$ cat config.mk
export PLATFORM = sky130hd
export DESIGN_NAME = cam_frame_seq
export DESIGN_NICKNAME = d
export VERILOG_FILES = /design/src/rtl/cam_pkg.sv /design/src/rtl/cam_hv_cnt.sv /design/src/rtl/cam_frame_seq.sv
export SDC_FILE = /design/constraint.sdc
export NUM_CORES = 1
export LEC_CHECK = 0
export CAP_MARGIN = 30
export CORE_UTILIZATION = 45
export CTS_BUF_LIST = sky130_fd_sc_hd__clkbuf_4
export CTS_CLUSTER_DIAMETER = 30
export DETAILED_ROUTE_END_ITERATION = 16
export PLACE_DENSITY = 0.82
export REMOVE_ABC_BUFFERS = 1
export SETUP_SLACK_MARGIN = 0.2
export SYNTH_ARGS = -nofsm -noshare
export SYNTH_HDL_FRONTEND = slang
export SYNTH_SLANG_ARGS = --single-unit
$ cat constraint.sdc
create_clock -name clk -period 3.8 [get_ports clk]
set_input_delay 0.38 -clock clk [delete_from_list [all_inputs] [get_ports clk]]
set_output_delay 0.38 -clock clk [all_outputs]
set_load 0.03 [all_outputs]
$ cat src/rtl/cam_pkg.sv
// Shared line-timing constants, sequencer state encoding and exposure clamp helper.
package cam_pkg;

    localparam int CNT_W       = 11;
    localparam int DEF_HTOT    = 136;
    localparam int DEF_VTOT    = 1027;
    localparam int DEF_ARM_CYC = 16;
    localparam int DEF_EXP_MIN = 3;
    localparam int DEF_EXP_DEF = 512;

    typedef enum logic [1:0] {
        IDLE      = 2'd0,
        ARM       = 2'd1,
        RUN       = 2'd2,
        STOP_PEND = 2'd3
    } seq_state_t;

    function automatic logic [CNT_W-1:0] clamp_exp(input logic [CNT_W-1:0] v,
                                                   input int unsigned lo,
                                                   input int unsigned hi);
        if (v < CNT_W'(lo))
            return CNT_W'(lo);
        else if (v > CNT_W'(hi))
            return CNT_W'(hi);
        else
            return v;
    endfunction

endpackage

$ cat src/rtl/cam_hv_cnt.sv
// ah/av counter pair: clear, load to last pixel of last line, or step with wrap.
module cam_hv_cnt
    import cam_pkg::*;
#(
    parameter int HTOT = DEF_HTOT,
    parameter int VTOT = DEF_VTOT
) (
    input  logic             clk,
    input  logic             rst,
    input  logic             i_clr,
    input  logic             i_load,
    input  logic             i_inc,
    output logic [CNT_W-1:0] o_ah,
    output logic [CNT_W-1:0] o_av,
    output logic             o_wrap
);

    localparam logic [CNT_W-1:0] H_MAX = CNT_W'(HTOT - 1);
    localparam logic [CNT_W-1:0] V_MAX = CNT_W'(VTOT - 1);

    logic [CNT_W-1:0] r_ah;
    logic [CNT_W-1:0] r_av;

    // Counter update: clear beats load beats increment; otherwise hold.
    always_ff @(posedge clk) begin
        if (rst || i_clr) begin
            r_ah <= '0;
            r_av <= '0;
        end else if (i_load) begin
            r_ah <= H_MAX;
            r_av <= V_MAX;
        end else if (i_inc) begin
            if (r_ah == H_MAX) begin
                r_ah <= '0;
                r_av <= (r_av == V_MAX) ? '0 : r_av + 1'b1;
            end else begin
                r_ah <= r_ah + 1'b1;
            end
        end
    end

    assign o_ah   = r_ah;
    assign o_av   = r_av;
    assign o_wrap = (r_ah == H_MAX) && (r_av == V_MAX);

endmodule

$ cat src/rtl/cam_frame_seq.sv
// Frame/line sequencer: acquisition FSM, exposure shadow/pending register, frame counter.
module cam_frame_seq
    import cam_pkg::*;
#(
    parameter int HTOT    = DEF_HTOT,
    parameter int VTOT    = DEF_VTOT,
    parameter int ARM_CYC = DEF_ARM_CYC,
    parameter int EXP_MIN = DEF_EXP_MIN,
    parameter int EXP_DEF = DEF_EXP_DEF
) (
    input  logic             clk,
    input  logic             rst,
    input  logic             start,
    input  logic             stop,
    input  logic             mode,
    input  logic             cfg_valid,
    output logic             cfg_ready,
    input  logic [CNT_W-1:0] cfg_exp,
    output logic [CNT_W-1:0] ah,
    output logic [CNT_W-1:0] av,
    output logic [CNT_W-1:0] iexp,
    output logic             endet,
    output logic             frm_start,
    output logic [15:0]      frm_cnt,
    output logic             busy,
    output logic             exp_err
);

    seq_state_t       r_state;
    logic             r_mode;
    logic [15:0]      r_arm_cnt;
    logic             r_endet;
    logic             r_frm_start;
    logic [15:0]      r_frm_cnt;
    logic             r_busy;
    logic [CNT_W-1:0] r_iexp;
    logic [CNT_W-1:0] r_pend_val;
    logic             r_pend;
    logic             r_cfg_ready;
    logic             r_exp_err;

    logic             w_wrap;
    logic             w_counting;
    logic             w_boundary;
    logic             w_leave;
    logic             w_arm_last;
    logic             w_clr;
    logic             w_load;
    logic             w_inc;
    logic             w_accept;
    logic             w_clamped;
    logic [CNT_W-1:0] w_exp;

    cam_hv_cnt #(
        .HTOT (HTOT),
        .VTOT (VTOT)
    ) u_hv_cnt (
        .clk    (clk),
        .rst    (rst),
        .i_clr  (w_clr),
        .i_load (w_load),
        .i_inc  (w_inc),
        .o_ah   (ah),
        .o_av   (av),
        .o_wrap (w_wrap)
    );

    assign w_counting = (r_state == RUN) || (r_state == STOP_PEND);
    assign w_boundary = w_counting && w_wrap;
    assign w_leave    = w_boundary && ((r_state == STOP_PEND) || r_mode || stop);
    assign w_arm_last = (r_arm_cnt == 16'(ARM_CYC - 1));
    assign w_accept   = cfg_valid && r_cfg_ready;
    assign w_clamped  = (cfg_exp < CNT_W'(EXP_MIN)) || (cfg_exp > CNT_W'(VTOT - 1));
    assign w_exp      = clamp_exp(cfg_exp, EXP_MIN, VTOT - 1);

    // Counter control; the ARM exit reuses the natural wrap from the loaded max position.
    always_comb begin
        w_clr  = 1'b0;
        w_load = 1'b0;
        w_inc  = 1'b0;
        case (r_state)
            IDLE: begin
                if (start) w_load = 1'b1;
                else       w_clr  = 1'b1;
            end
            ARM: begin
                if (stop)            w_clr = 1'b1;
                else if (w_arm_last) w_inc = 1'b1;
            end
            RUN, STOP_PEND: begin
                if (w_leave) w_clr = 1'b1;
                else         w_inc = 1'b1;
            end
            default: w_clr = 1'b1;
        endcase
    end

    // Sequencer FSM plus exposure shadow/pending handshake and frame counter.
    always_ff @(posedge clk) begin
        if (rst) begin
            r_state     <= IDLE;
            r_mode      <= 1'b0;
            r_arm_cnt   <= '0;
            r_endet     <= 1'b0;
            r_frm_start <= 1'b0;
            r_frm_cnt   <= '0;
            r_busy      <= 1'b0;
            r_iexp      <= CNT_W'(EXP_DEF);
            r_pend_val  <= '0;
            r_pend      <= 1'b0;
            r_cfg_ready <= 1'b1;
            r_exp_err   <= 1'b0;
        end else begin
            r_frm_start <= 1'b0;
            r_exp_err   <= 1'b0;

            case (r_state)
                IDLE: begin
                    if (start) begin
                        r_state   <= ARM;
                        r_mode    <= mode;
                        r_arm_cnt <= '0;
                        r_endet   <= 1'b1;
                        r_busy    <= 1'b1;
                    end
                end
                ARM: begin
                    if (stop) begin
                        r_state <= IDLE;
                        r_endet <= 1'b0;
                        r_busy  <= 1'b0;
                    end else if (w_arm_last) begin
                        r_state     <= RUN;
                        r_frm_start <= 1'b1;
                    end else begin
                        r_arm_cnt <= r_arm_cnt + 1'b1;
                    end
                end
                RUN, STOP_PEND: begin
                    if (w_boundary) begin
                        r_frm_cnt <= r_frm_cnt + 1'b1;
                        if (w_leave) begin
                            r_state <= IDLE;
                            r_endet <= 1'b0;
                            r_busy  <= 1'b0;
                        end else begin
                            r_frm_start <= 1'b1;
                        end
                    end else if ((r_state == RUN) && stop) begin
                        r_state <= STOP_PEND;
                    end
                end
                default: r_state <= IDLE;
            endcase

            // Pending and accept are exclusive because ready is the inverse of pending.
            if (r_pend && w_boundary) begin
                r_iexp      <= r_pend_val;
                r_pend      <= 1'b0;
                r_cfg_ready <= 1'b1;
            end

            if (w_accept) begin
                r_exp_err <= w_clamped;
                if (r_state == IDLE) begin
                    r_iexp <= w_exp;
                end else begin
                    r_pend_val  <= w_exp;
                    r_pend      <= 1'b1;
                    r_cfg_ready <= 1'b0;
                end
            end
        end
    end

    assign endet     = r_endet;
    assign frm_start = r_frm_start;
    assign frm_cnt   = r_frm_cnt;
    assign busy      = r_busy;
    assign iexp      = r_iexp;
    assign cfg_ready = r_cfg_ready;
    assign exp_err   = r_exp_err;

endmodule

# ---- Word level (Yosys, flattened, before mapping)
# Index checks and enable logic that the tools add are counted.
dict set report op_classes {
  bitwise_logic 2
  reduce_logical 26
  add_sub_neg 4
  n_lt_le_gt_ge 2
  mux 46
  div_mod_pow 0
  n_eq_ne 15
  shifts 0
  mul 0
}
# cell count
set op_table {}
lappend op_table {{two-way mux 11 bit} 10}
lappend op_table {{two-way mux 16 bit} 3}
lappend op_table {{adder 16 x 1 -> 16 bit, second input constant} 2}
lappend op_table {{one-hot mux 16 bit (2 select lines)} 1}
lappend op_table {{adder 11 x 1 -> 11 bit, second input constant} 2}
lappend op_table {{two-way mux 1 bit} 19}
lappend op_table {{equality test 16 x 4 -> 1 bit, second input constant} 1}
lappend op_table {{two-way mux 8 bit} 2}
lappend op_table {{two-way mux 2 bit} 6}
lappend op_table {{!= test 2 bit, second input constant} 6}
lappend op_table {{AND reduction 4 bit} 3}
lappend op_table {{equality test 11 bit, second input constant} 1}
lappend op_table {{equality test 11 x 8 -> 1 bit, second input constant} 1}
lappend op_table {{greater-than comparator 11 bit, second input constant} 1}
lappend op_table {{less-than comparator 11 x 2 -> 1 bit, second input constant} 1}
lappend op_table {{AND reduction 2 bit} 5}
lappend op_table {{!= test 3 bit, second input constant} 3}
lappend op_table {{logical AND 1 bit} 6}
lappend op_table {{one-hot mux 1 bit (3 select lines)} 2}
lappend op_table {{one-hot mux 2 bit (3 select lines)} 1}
lappend op_table {{nonzero test 2 bit} 3}
lappend op_table {{OR reduction 2 bit} 3}
lappend op_table {{logical OR 1 bit} 5}
lappend op_table {{equality test 2 bit, second input constant} 2}
lappend op_table {{other kinds (4)} 6}
dict set report totals {
  memories 0
  input_bits 17
  out_inout_bits 54
  ram_bits 0
  word_cells 110
  rom_bits 0
  regBits 84
  latch_bits 0
}

# ---- Depth between registers and ports, before layout
# Gate-level depths: netlist of run 1.
dict set report depth {
  depth_word 8
  depth_mapped 8
  mapped_depth_nobuf 8
}

# ---- Cells and area by module
# Synthesis of run 1 repeated with hierarchy kept, for this count alone.
dict set report hier_totals {
  hier_cells 489
  hier_area_um2 4160.2
}
# module area_per_inst_um2 instances seq_area_each_um2 cells_per_inst
set modules_own_cells {}
lappend modules_own_cells {cam_frame_seq 3007.9 1 1241.2 357}
lappend modules_own_cells {cam_hv_cnt 1152.4 1 440.4 132}

# ---- Worst setup path before layout of run 1
# Ideal clock, no wire load.
dict set report synth_timing {
  kind {reg2reg}
  start {register u_hv_cnt.r_ah[0], in the netlist u_hv_cnt.o_ah[0]}
  end {register u_hv_cnt.r_ah[3], in the netlist u_hv_cnt.o_ah[3]}
  setup_ps 130
  path_slack_ps 1520
  path_stages_with_launch 8
  t_required_ps 3670
  n_path_buf 0
  synth_period_minus_slack_ps 2280
  arrival_time_ps 2150
  path_cell_list {dfxtp_1 ha_1 nor2b_1 nand3_1 o31a_1 o2111ai_1 xor2_1 nor2_1}
}
dict set report synth_via {
  elab_chain_cells 8
  word_cells_on_any_way 12
  cone_classes {add/sub (1); eq/ne (1); mux (5); reduce/logical (5)}
}
# element line
set synth_lines {}
lappend synth_lines {{start, declared} cam_hv_cnt.sv:21} ;# logic [CNT_W-1:0] r_ah;
lappend synth_lines {{start signal, assigned} cam_hv_cnt.sv:37} ;# r_ah <= r_ah + 1'b1;
lappend synth_lines {{equality test 11 x 8 -> 1 bit} {cam_hv_cnt.sv:33, cam_hv_cnt.sv:44}}
lappend synth_lines {{logical AND 1 bit} cam_hv_cnt.sv:44} ;# assign o_wrap = (r_ah == H_MAX) && (r_av == V_MAX);
lappend synth_lines {{logical AND 1 bit} cam_frame_seq.sv:69} ;# assign w_boundary = w_counting && w_wrap;
lappend synth_lines {{logical AND 1 bit} cam_frame_seq.sv:70} ;# assign w_leave = w_boundary && ((r_state == STOP_PEND) || r_mode || stop);
lappend synth_lines {{two-way mux 1 bit} cam_frame_seq.sv:91} ;# if (w_leave) w_clr = 1'b1;
lappend synth_lines {{one-hot mux 1 bit (3 select lines)} cam_frame_seq.sv:81} ;# case (r_state)
lappend synth_lines {{logical OR 1 bit} cam_hv_cnt.sv:26} ;# if (rst || i_clr) begin
lappend synth_lines {{OR reduction 2 bit (no source line)} -}
# Several ways; a longest one is shown, not always the timed one.
# A chain may end at the register's enable or synchronous reset.

# ---- Worst setup path after layout of run 1
dict set report layout_timing {
  start {register u_hv_cnt.r_ah[0], in the netlist u_hv_cnt.o_ah[0]}
  end {register r_iexp[2], in the netlist iexp[2]}
}
dict set report layout_via {
  elab_chain_cells 7
}
# element line
set layout_lines {}
lappend layout_lines {{equality test 11 x 8 -> 1 bit *} cam_hv_cnt.sv:44}
lappend layout_lines {{logical AND 1 bit *} cam_hv_cnt.sv:44}
lappend layout_lines {{logical AND 1 bit *} cam_frame_seq.sv:69}
lappend layout_lines {{logical AND 1 bit *} cam_frame_seq.sv:157} ;# if (r_pend && w_boundary) begin
lappend layout_lines {{two-way mux 11 bit *} cam_frame_seq.sv:157}
lappend layout_lines {{two-way mux 11 bit} cam_frame_seq.sv:165} ;# if (r_state == IDLE) begin
lappend layout_lines {{two-way mux 11 bit *} cam_frame_seq.sv:163} ;# if (w_accept) begin
lappend layout_lines {{end signal, assigned} cam_frame_seq.sv:108} ;# r_iexp <= CNT_W'(EXP_DEF);
lappend layout_lines {{end signal, assigned} cam_frame_seq.sv:158} ;# r_iexp <= r_pend_val;
lappend layout_lines {{end signal, assigned} cam_frame_seq.sv:166} ;# r_iexp <= w_exp;
lappend layout_lines {{end, declared} cam_frame_seq.sv:36} ;# logic [CNT_W-1:0] r_iexp;
# Mark *: on every way between the ends. The rest lies on a longest branch, timed or not.

==> key figures, run 1 <==
Outcome
  • Status: completed

Critical path
  • WP data required: 4140 ps
  • CP top delay family: simple AND/OR/NAND/NOR gates
  • CP peak stage delay: about 500 ps
  • Crit Path Class: flip-flop to flip-flop
  • Critical Path AT: 3050 ps
  • Critical path's slowest cell: dfxtp_1
  • Crit end category: flip-flop
  • Critical-path cell list: ha_1 > nor2b_1 > and3_1 > nand4_2 > nand2_2 > nor2_1 > nor4_2
  • Crit-path max FO: 13
  • Startpoint types: flip-flop
  • Crit path buffers/inverters: 0

Die
  • Starting Density: between 40 and 50%
  • Die Y: ~96 um
  • Core area: between 8000 and 9000 um^2
  • Ports: between 70 and 80
  • Chip width: ~96 um
  • FP Rows: 34
  • Die area: just over 9000 um^2

STA
  • Final hold slack: about 470 ps
  • Fmax: 0.3692 GHz
  • Setup-failing EPs final: 0
  • Crit path time final: 2709 ps
  • Max-slew headroom: 41.81%
  • Final setup TNS: 0 ps
  • Final Hold Violating Endpoints: 0
  • RSZ-0062 raised after global routing: false
  • Slew @ Worst Pin: between 800 and 900 ps
  • Clk_skew: around 18 ps
  • Ratio of final minimum period to clock period: a little under three quarters
  • Final Max Slew Viols: 0

Hold path
  • Hold Path Class: flip-flop to flip-flop

Power
  • Cell Pwr Density: roughly 350 nW/um^2
  • VDD IR max: approximately 0.00016 V
  • P_leak: between 1.5 and 2 nW
  • Pwr Total: roughly 1.8 mW

Synthesis
  • Yosys cell types: 59
  • Post-Syn Instances: ~460
  • Post-synthesis sequential area ratio: a little over two fifths
  • Post-synth ARST share: 0%
  • Most common library cells after synthesis: dfxtp_1, nor2_1, nand2_1, a21oi_1, xor2_1
  • Ranking of synthesized cells by area: dfxtp_1, nor2_1, xor2_1, xnor2_1, a21oi_1
  • Cell taking the most area after synthesis: dfxtp_1
  • Flops & latches, synth: 84
  • Ys Warns: 0
  • Post-synth EDFFs: 0
  • Avg Cell Area, Syn: roughly 8.7 um^2
  • Mapped Area: ~4000 um^2
  • Count leader, synth: dfxtp_1
  • Top cell type's share of synthesized area: around two fifths
  • Main synth FF type: dfxtp_1

Routing
  • DR pass1 iterations: 4
  • Post-route ant nets: 0
  • Final WL: 9404 um
  • 1st-iter DRT viols: approximately 270
  • # DRC: 0
  • Via Count: between 3000 and 4000
  • Wire length per cell: about 15 um
  • Vias per inst: about 5.6

Clocking
  • Clk Tree Root Cell: clkbuf_4
  • Hold-fix buffers, CTS: 0
  • Post_cts resized: 0
  • Clk slew on worst S/H paths: 130 ps
  • Clock buffer depth: 2
  • TritonCTS clock tree: yes
  • Cts bufs inserted: 9
  • Setup Buffers After CTS: 0
  • Clock sinks: 84
  • H-tree depth: 3
  • Clk Latency, worst-skew pair: 430 ps

Layout
  • Layout area overhead: 23.83%
  • Fill cells: just under 800
  • Share of cells above drive strength 1: under 10%
  • Layout Nets: around 550
  • Total inserted antenna cells: 0

GRT
  • Largest net degree at the start of global routing: between 40 and 50
  • Gr usage total: 21.41%
  • Total gr overflow: 0
  • Initial antenna violation count: 0
  • Vias in the first global route: ~3300
  • Global-route wire length before repair: 15580 um

Place
  • Detailed placement HPWL: a little under 7000 um
  • Quantity of I/O buffers inserted on ports: 70
  • Routability cong.: between 0.8 and 0.9

Flow run
  • Maximum Capacitance Violations: 0
power by group:
| part | internal (mW) | leakage, nW | switching, mW |
|---|---|---|---|
| combinational | 0.0779 | 0.898 | 0.118 |
| clock | 0.335 | 0.0901 | 0.297 |
| sequential | 0.904 | 0.682 | 0.0228 |
cell usage in the layout (no fill, tap or decap), drive strengths merged, types with 5 or more instances in the layout:
master         instances
inv                    8
nor2                  65
or3                    9
o21ai                 11
a21oi                 31
clkdlybuf4s50         70
nor2b                  7
nand2b                 7
nand2                 39
o2111ai                6
nand3                 25
nor3                  19
ha                     5
nor4                   9
nand4                 12
and3                  10
xor2                  26
clkbuf                10
xnor2                 19
dfxtp                 84
registers in the layout (all words and copies together), names as in the netlist, 2 cells and up:
name	count
frm_cnt	16
r_arm_cnt	16
iexp	11
r_pend_val	11
u_hv_cnt.o_ah	11
u_hv_cnt.o_av	11
r_state	2
logic make-up after synthesis:
group	synth area share, %
DFF	41.97
and+or+nand+nor	29.89
xor gates and xnor gates	9.838
buffers and inverters	2.373
adders and majority gates	1.811
muxes	0.9994
AOI/OAI and AO/OA	13.12
tightest hold or removal path: stages (launching register included):
cell and delay (ps):
dfxtp_1 330, nand2_1 50, a21oi_1 50
stage by stage:
step                utilization [%]  instance area, um^2  setup WS (ps)  cells
floorplan                         -                 3941           1426    444
global placement              55.13                 4785           1332    623
detailed placement            55.13                 4785           1135    623
CTS                           57.17                 4961           1110    638
global route                  57.17                 4961          831.3    638
finish                        57.17                 4961           1091    638
routing by layer:
layer	share of wire, %	track usage (%)
met5	0	0
met4	1.4	6.373
met3	4.8	3.318
met2	48	35.64
met1	46	28.50
cell type report:
cell class                 count  area, um^2  share of cell area (%)
multi-input combinational    352        2230                   44.94
tap                          108       135.1                   2.724
clock inverter                 5       101.3                   2.043
clock buffer                  10       75.07                   1.513
inverter                       8       30.03                  0.6053
sequential                    84        1682                   33.90
timing repair buffer          71       708.2                   14.27
path summary, 6_finish.rpt:
check / startpoint / endpoint / slack (ps) / cells past startpoint
worst max-delay path: u_hv_cnt.o_ah[0]$_SDFFE_PP0P_ / iexp[2]$_SDFF_PP0_ / 1090 / 7
worst min-delay path: r_pend_val[2]$_SDFFE_PP0P_ / r_pend_val[2]$_SDFFE_PP0P_ / 470 / 2
worst min register to register: r_pend_val[2]$_SDFFE_PP0P_ / r_pend_val[2]$_SDFFE_PP0P_ / 470 / 2
worst max register to register: u_hv_cnt.o_ah[0]$_SDFFE_PP0P_ / iexp[2]$_SDFF_PP0_ / 1090 / 7
(Power assumes the default switching activity.)
==> inputs of run 2 (changes only) <==
Clock period 3.8 ns to 2.6 ns, I/O delays scaled along.
==> key figures, run 2 (same netlist as run 1, synthesis figures left out) <==
Outcome
  • Status: completed

Critical path
  • Worst path depth: 6
  • Path depth of the worst reg2reg path: 6
  • WP data required: around 3000 ps
  • Critical-path cell list: or4_4 > nor3_2 > nand4_2 > nand2_2 > nor2_1 > nor4_2
  • Critical Path AT: ~2600 ps
  • CP endpoint: iexp[4]$_SDFF_PP0_
  • CP top delay family: simple AND/OR/NAND/NOR gates
  • Crit Path Class: flip-flop to flip-flop
  • Crit end category: flip-flop
  • Crit path buffers/inverters: 0
  • FF-to-FF Start: u_hv_cnt.o_av[2]$_SDFFE_PP0P_
  • R2r endpoint: iexp[4]$_SDFF_PP0_
  • Critical path's slowest cell: or4_4
  • Startpoint types: flip-flop
  • CP Launch Point: u_hv_cnt.o_av[2]$_SDFFE_PP0P_
  • CP peak stage delay: around 600 ps
  • Crit-path max FO: 8
  • Reg2Reg Setup Slack: roughly 370 ps

Die
  • FP Rows: 34
  • Starting Density: ~46%
  • Chip width: 96.36 um
  • Ports: 71
  • Die area: a little over 9000 um^2
  • Core area: 8678 um^2
  • Die Y: approximately 96 um

Power
  • Pwr Total: 2.315 mW
  • P_sw: roughly 0.67 mW
  • Seq pwr share: ~59%
  • Clock power frac: 28.8%
  • VDD IR max: around 0.00021 V
  • Switching Share: around 29%
  • Comb power frac: 12.7%
  • Internal: 1.646 mW
  • P_leak: 1.681 nW
  • Cell Pwr Density: approximately 460 nW/um^2

Place
  • Routability cong.: 0.9225
  • Detailed placement HPWL: just under 7000 um
  • Quantity of I/O buffers inserted on ports: 70

Routing
  • DR pass1 iterations: 5
  • Wire length per cell: about 15 um
  • Post-route ant nets: 0
  • Final WL: ~9400 um
  • Via Count: between 3000 and 4000
  • 1st-iter DRT viols: 160
  • # DRC: 0
  • Vias per inst: approximately 5.7

Clocking
  • Hold-fix buffers, CTS: 0
  • TritonCTS clock tree: yes
  • Clk Latency, worst-skew pair: approximately 430 ps
  • Setup Buffers After CTS: 0
  • Clk slew on worst S/H paths: between 100 and 150 ps
  • H-tree depth: 3
  • Clk Tree Root Cell: clkbuf_4
  • Clock sinks: 84
  • Cts bufs inserted: 9
  • Clock buffer depth: 2

STA
  • Fmax: approximately 0.45 GHz
  • Final Hold Violating Endpoints: 0
  • Ratio of final minimum period to clock period: between 80 and 90%
  • Setup-failing EPs final: 0
  • Max-slew headroom: 60.76%
  • Crit path time final: roughly 2200 ps
  • Clk_skew: about 12 ps
  • Final Max Slew Viols: 0
  • Slew @ Worst Pin: around 580 ps
  • RSZ-0062 raised after global routing: false
  • Final setup TNS: 0 ps
  • Final hold slack: between 400 and 500 ps

GRT
  • Total gr overflow: 0
  • Initial antenna violation count: 0
  • Gr usage total: about a fifth
  • Largest net degree at the start of global routing: 30
  • Global-route wire length before repair: 15530 um
  • Vias in the first global route: around 3400

Layout
  • Layout Nets: around 560
  • Most common cell after layout, fill and taps aside: dfxtp_1
  • Total inserted antenna cells: 0
  • Layout area overhead: 24.55%
  • Fill cells: roughly 770
  • Share of cells above drive strength 1: between 10 and 15%
  • Commonest non-fill, non-tap cells in the layout: dfxtp_1, clkdlybuf4s50_1, nor2_1

Hold path
  • Hold Path Class: primary input to flip-flop

Flow run
  • Maximum Capacitance Violations: 0
-- run 2: repair_timing --
item	in CTS	in global routing
resized for setup	0	7
endpoints found under the setup margin	1	16
pin swaps	1	1
gates cloned	0	0
-- run 2: power groups by stage --
stage / clock, mW / sequential (mW) / combinational [mW]
finish: 0.666 / 1.35 / 0.295
global route: 0.747 / 1.36 / 0.319
CTS: 0.695 / 1.35 / 0.293
detailed placement: 0 / 1.38 / 0.292
global placement: 0 / 1.38 / 0.288
floorplan: 0 / 1.42 / 0.110
-- run 2: metrics by stage --
stage                     utilization, %  setup slack, ps  cells  area (um^2)
after detailed placement           55.82            181.2    631         4845
final                              57.50            372.5    647         4990
after CTS                          57.18            208.5    647         4962
after global routing               57.50            216.6    647         4990
after floorplan                        -            226.3    444         3941
after global placement             55.82            344.4    631         4845
-- run 2: layout make-up --
cell class,instances,area (um^2),share of cell area [%]
clock buffer,9,67.56,1.354
timing repair buffer,79,768.2,15.40
sequential,84,1684,33.75
multi-input combinational,352,2255,45.19
tap,108,135.1,2.708
inverter,8,30.03,0.6018
clock inverter,7,50.05,1.003
-- run 2: metal layers --
layer	wire length [um]	GRT usage, %	vias to the layer above	part of all wire [%]
met4	163	9.069	0	1.7
met5	0	0	-	0
met1	4351	27.18	1747	46
li1	-	-	1788	-
met2	4478	35.52	104	48
met3	404	3.476	17	4.3
-- run 2: worst min-delay path by stage --
stage | end | start | slack (ps) | cells past startpoint
2_1_floorplan | r_mode$_SDFFE_PP0P_ | rst | 330 | 1
3_3_place_gp | r_pend_val[9]$_SDFFE_PP0P_ | r_pend_val[9]$_SDFFE_PP0P_ | 440 | 2
3_5_place_dp | r_pend_val[6]$_SDFFE_PP0P_ | r_pend_val[6]$_SDFFE_PP0P_ | 450 | 2
4_1_cts | r_pend_val[1]$_SDFFE_PP0P_ | cfg_exp[1] | 410 | 3
5_1_grt | r_pend_val[2]$_SDFFE_PP0P_ | cfg_exp[2] | 430 | 3
6_report | r_pend_val[1]$_SDFFE_PP0P_ | cfg_exp[1] | 440 | 3
-- run 2: worst min-delay path: cells and delay by family --
| family | cells | cell delay (ps) |
|---|---|---|
| buf+inv | 2 | 500 |
| compound gates | 1 | 80 |
==> inputs of run 3 (changes only) <==
Settings changed: CAP_MARGIN 30 to 20, CORE_UTILIZATION 45 to 55, PLACE_DENSITY 0.82 to 0.95.
==> key figures, run 3 (same netlist as run 1, synthesis figures left out) <==
Layout
  • Total inserted antenna cells: 0
  • Layout Nets: 556
  • Most common cell after layout, fill and taps aside: dfxtp_1
  • Commonest non-fill, non-tap cells in the layout: dfxtp_1, clkdlybuf4s50_1, nor2_1
  • Layout area overhead: 24.98%
  • Post-Route Utilization: slightly above 70%
  • Share of cells above drive strength 1: 10.02%

Routing
  • Wire length per cell: 15.75 um
  • 1st-iter DRT viols: roughly 360
  • Vias per inst: 5.973
  • Post-route ant nets: 0
  • # DRC: 0
  • DR pass1 iterations: 5
  • Via Count: 3793
  • Final WL: around 10000 um

STA
  • Crit path time final: 2314 ps
  • Clk_skew: 19.15 ps
  • Setup ws final: around 290 ps
  • RSZ-0062 raised after global routing: false
  • Setup-failing EPs final: 0
  • Final Hold Violating Endpoints: 0
  • Final Max Slew Viols: 0
  • Final setup TNS: 0 ps
  • Slew @ Worst Pin: just over 600 ps
  • Ratio of final minimum period to clock period: ~89%
  • Max-slew headroom: 59.50%
  • Fmax: about 0.43 GHz

Power
  • P_leak: 1.709 nW
  • Cell Pwr Density: roughly 480 nW/um^2
  • VDD IR max: between 0.0002 and 0.0003 V

Clocking
  • Clk Tree Root Cell: clkbuf_4
  • Clock sinks: 84
  • Clk Latency, worst-skew pair: 440 ps
  • Hold-fix buffers, CTS: 0
  • H-tree depth: 3
  • Clk slew on worst S/H paths: 140 ps
  • TritonCTS clock tree: yes
  • Clock buffer depth: 2
  • Cts bufs inserted: 9

GRT
  • Gr usage total: 26.48%
  • Largest net degree at the start of global routing: 34
  • Initial antenna violation count: 0
  • Total gr overflow: 0
  • Vias in the first global route: roughly 3600
  • Global-route wire length before repair: about 16000 um

Critical path
  • CP Launch Point: u_hv_cnt.o_av[7]$_SDFFE_PP0P_
  • Critical Path AT: 2660 ps
  • Crit path buffers/inverters: 1
  • Critical-path cell list: or4b_1 > nor3_4 > nand4_2 > buf_4 > mux2i_1 > a211oi_1
  • Crit-path max FO: 7
  • CP peak stage delay: ~640 ps
  • Crit Path Class: flip-flop to flip-flop
  • FF-to-FF Start: u_hv_cnt.o_av[7]$_SDFFE_PP0P_
  • CP top delay family: simple AND/OR/NAND/NOR gates
  • Critical path's slowest cell: or4b_1
  • WP data required: 2950 ps
  • Crit end category: flip-flop
  • Startpoint types: flip-flop

Die
  • FP Rows: 30
  • Die Y: ~87 um
  • Starting Density: between 50% and 60%
  • Ports: between 70 and 80
  • Core area: between 6000 and 7000 um^2
  • Chip width: 87.35 um
  • Die area: roughly 7600 um^2

Place
  • Pre-CTS worst setup slack: around 210 ps
  • Detailed placement HPWL: a little over 7000 um
  • Routability cong.: slightly below 0.9
  • Quantity of I/O buffers inserted on ports: 70

Outcome
  • Status: completed

Hold path
  • Hold Path Class: primary input to flip-flop
  • Hold Path Origin: mode

Flow run
  • Maximum Capacitance Violations: 0
-- run 3: changes by cell type in the layout (fill, tap and decap cells not counted), sizes merged --
cell / change
clkinv: -1
inv: -1
bufinv: +1
clkbuf: +1
-- run 3: worst paths after layout --
path,cells after the start,slack (ps),endpoint
max,6,290,iexp[10]$_SDFF_PP0_
min,3,430,r_mode$_SDFFE_PP0P_
max reg2reg,6,290,iexp[10]$_SDFF_PP0_
min reg2reg,2,470,r_pend_val[6]$_SDFFE_PP0P_
-- run 3: layer usage --
layer | vias up | global-route usage, % | wire length (um)
met5 | - | 0 | 0
met4 | 0 | 14.90 | 340
met3 | 50 | 4.834 | 608
met2 | 185 | 46.24 | 5016
met1 | 1770 | 30.37 | 4035
li1 | 1788 | - | -
-- run 3: through the flow --
step,cells,power [mW],area (um^2),hold WS (ps)
after detailed placement,618,1.671,4822,450.7
after floorplan,444,1.535,3941,329.1
after global routing,635,2.516,5007,444.2
final,635,2.426,5007,432.1
after CTS,634,2.424,4970,418.9
after global placement,618,1.661,4822,443.8
-- run 3: cell type report --
type	count	area [um^2]
timing repair buffer	79	768.2
tap	96	120.1
multi-input combinational	352	2258
clock buffer	10	75.07
sequential	84	1684
clock inverter	6	71.32
fill	496	1899
inverter	8	30.03
-- run 3: repair_timing --
action                     4_1_cts  5_1_grt
setup endpoints to repair        1       22
pin swaps                        0        1
resized for setup                1        6
buffers inserted                 0        1
-- run 3: report_power, final --
part	switching (mW)	internal [mW]
registers	0.0314	1.32
clock network	0.464	0.312
logic	0.177	0.121
-- run 3: worst register-to-register path, cell delays in order (launching register included) --
cell      delay (ps)
dfxtp_1          410
or4b_1           640
nor3_4           240
nand4_2          280
buf_4            280
mux2i_1          120
a211oi_1         260
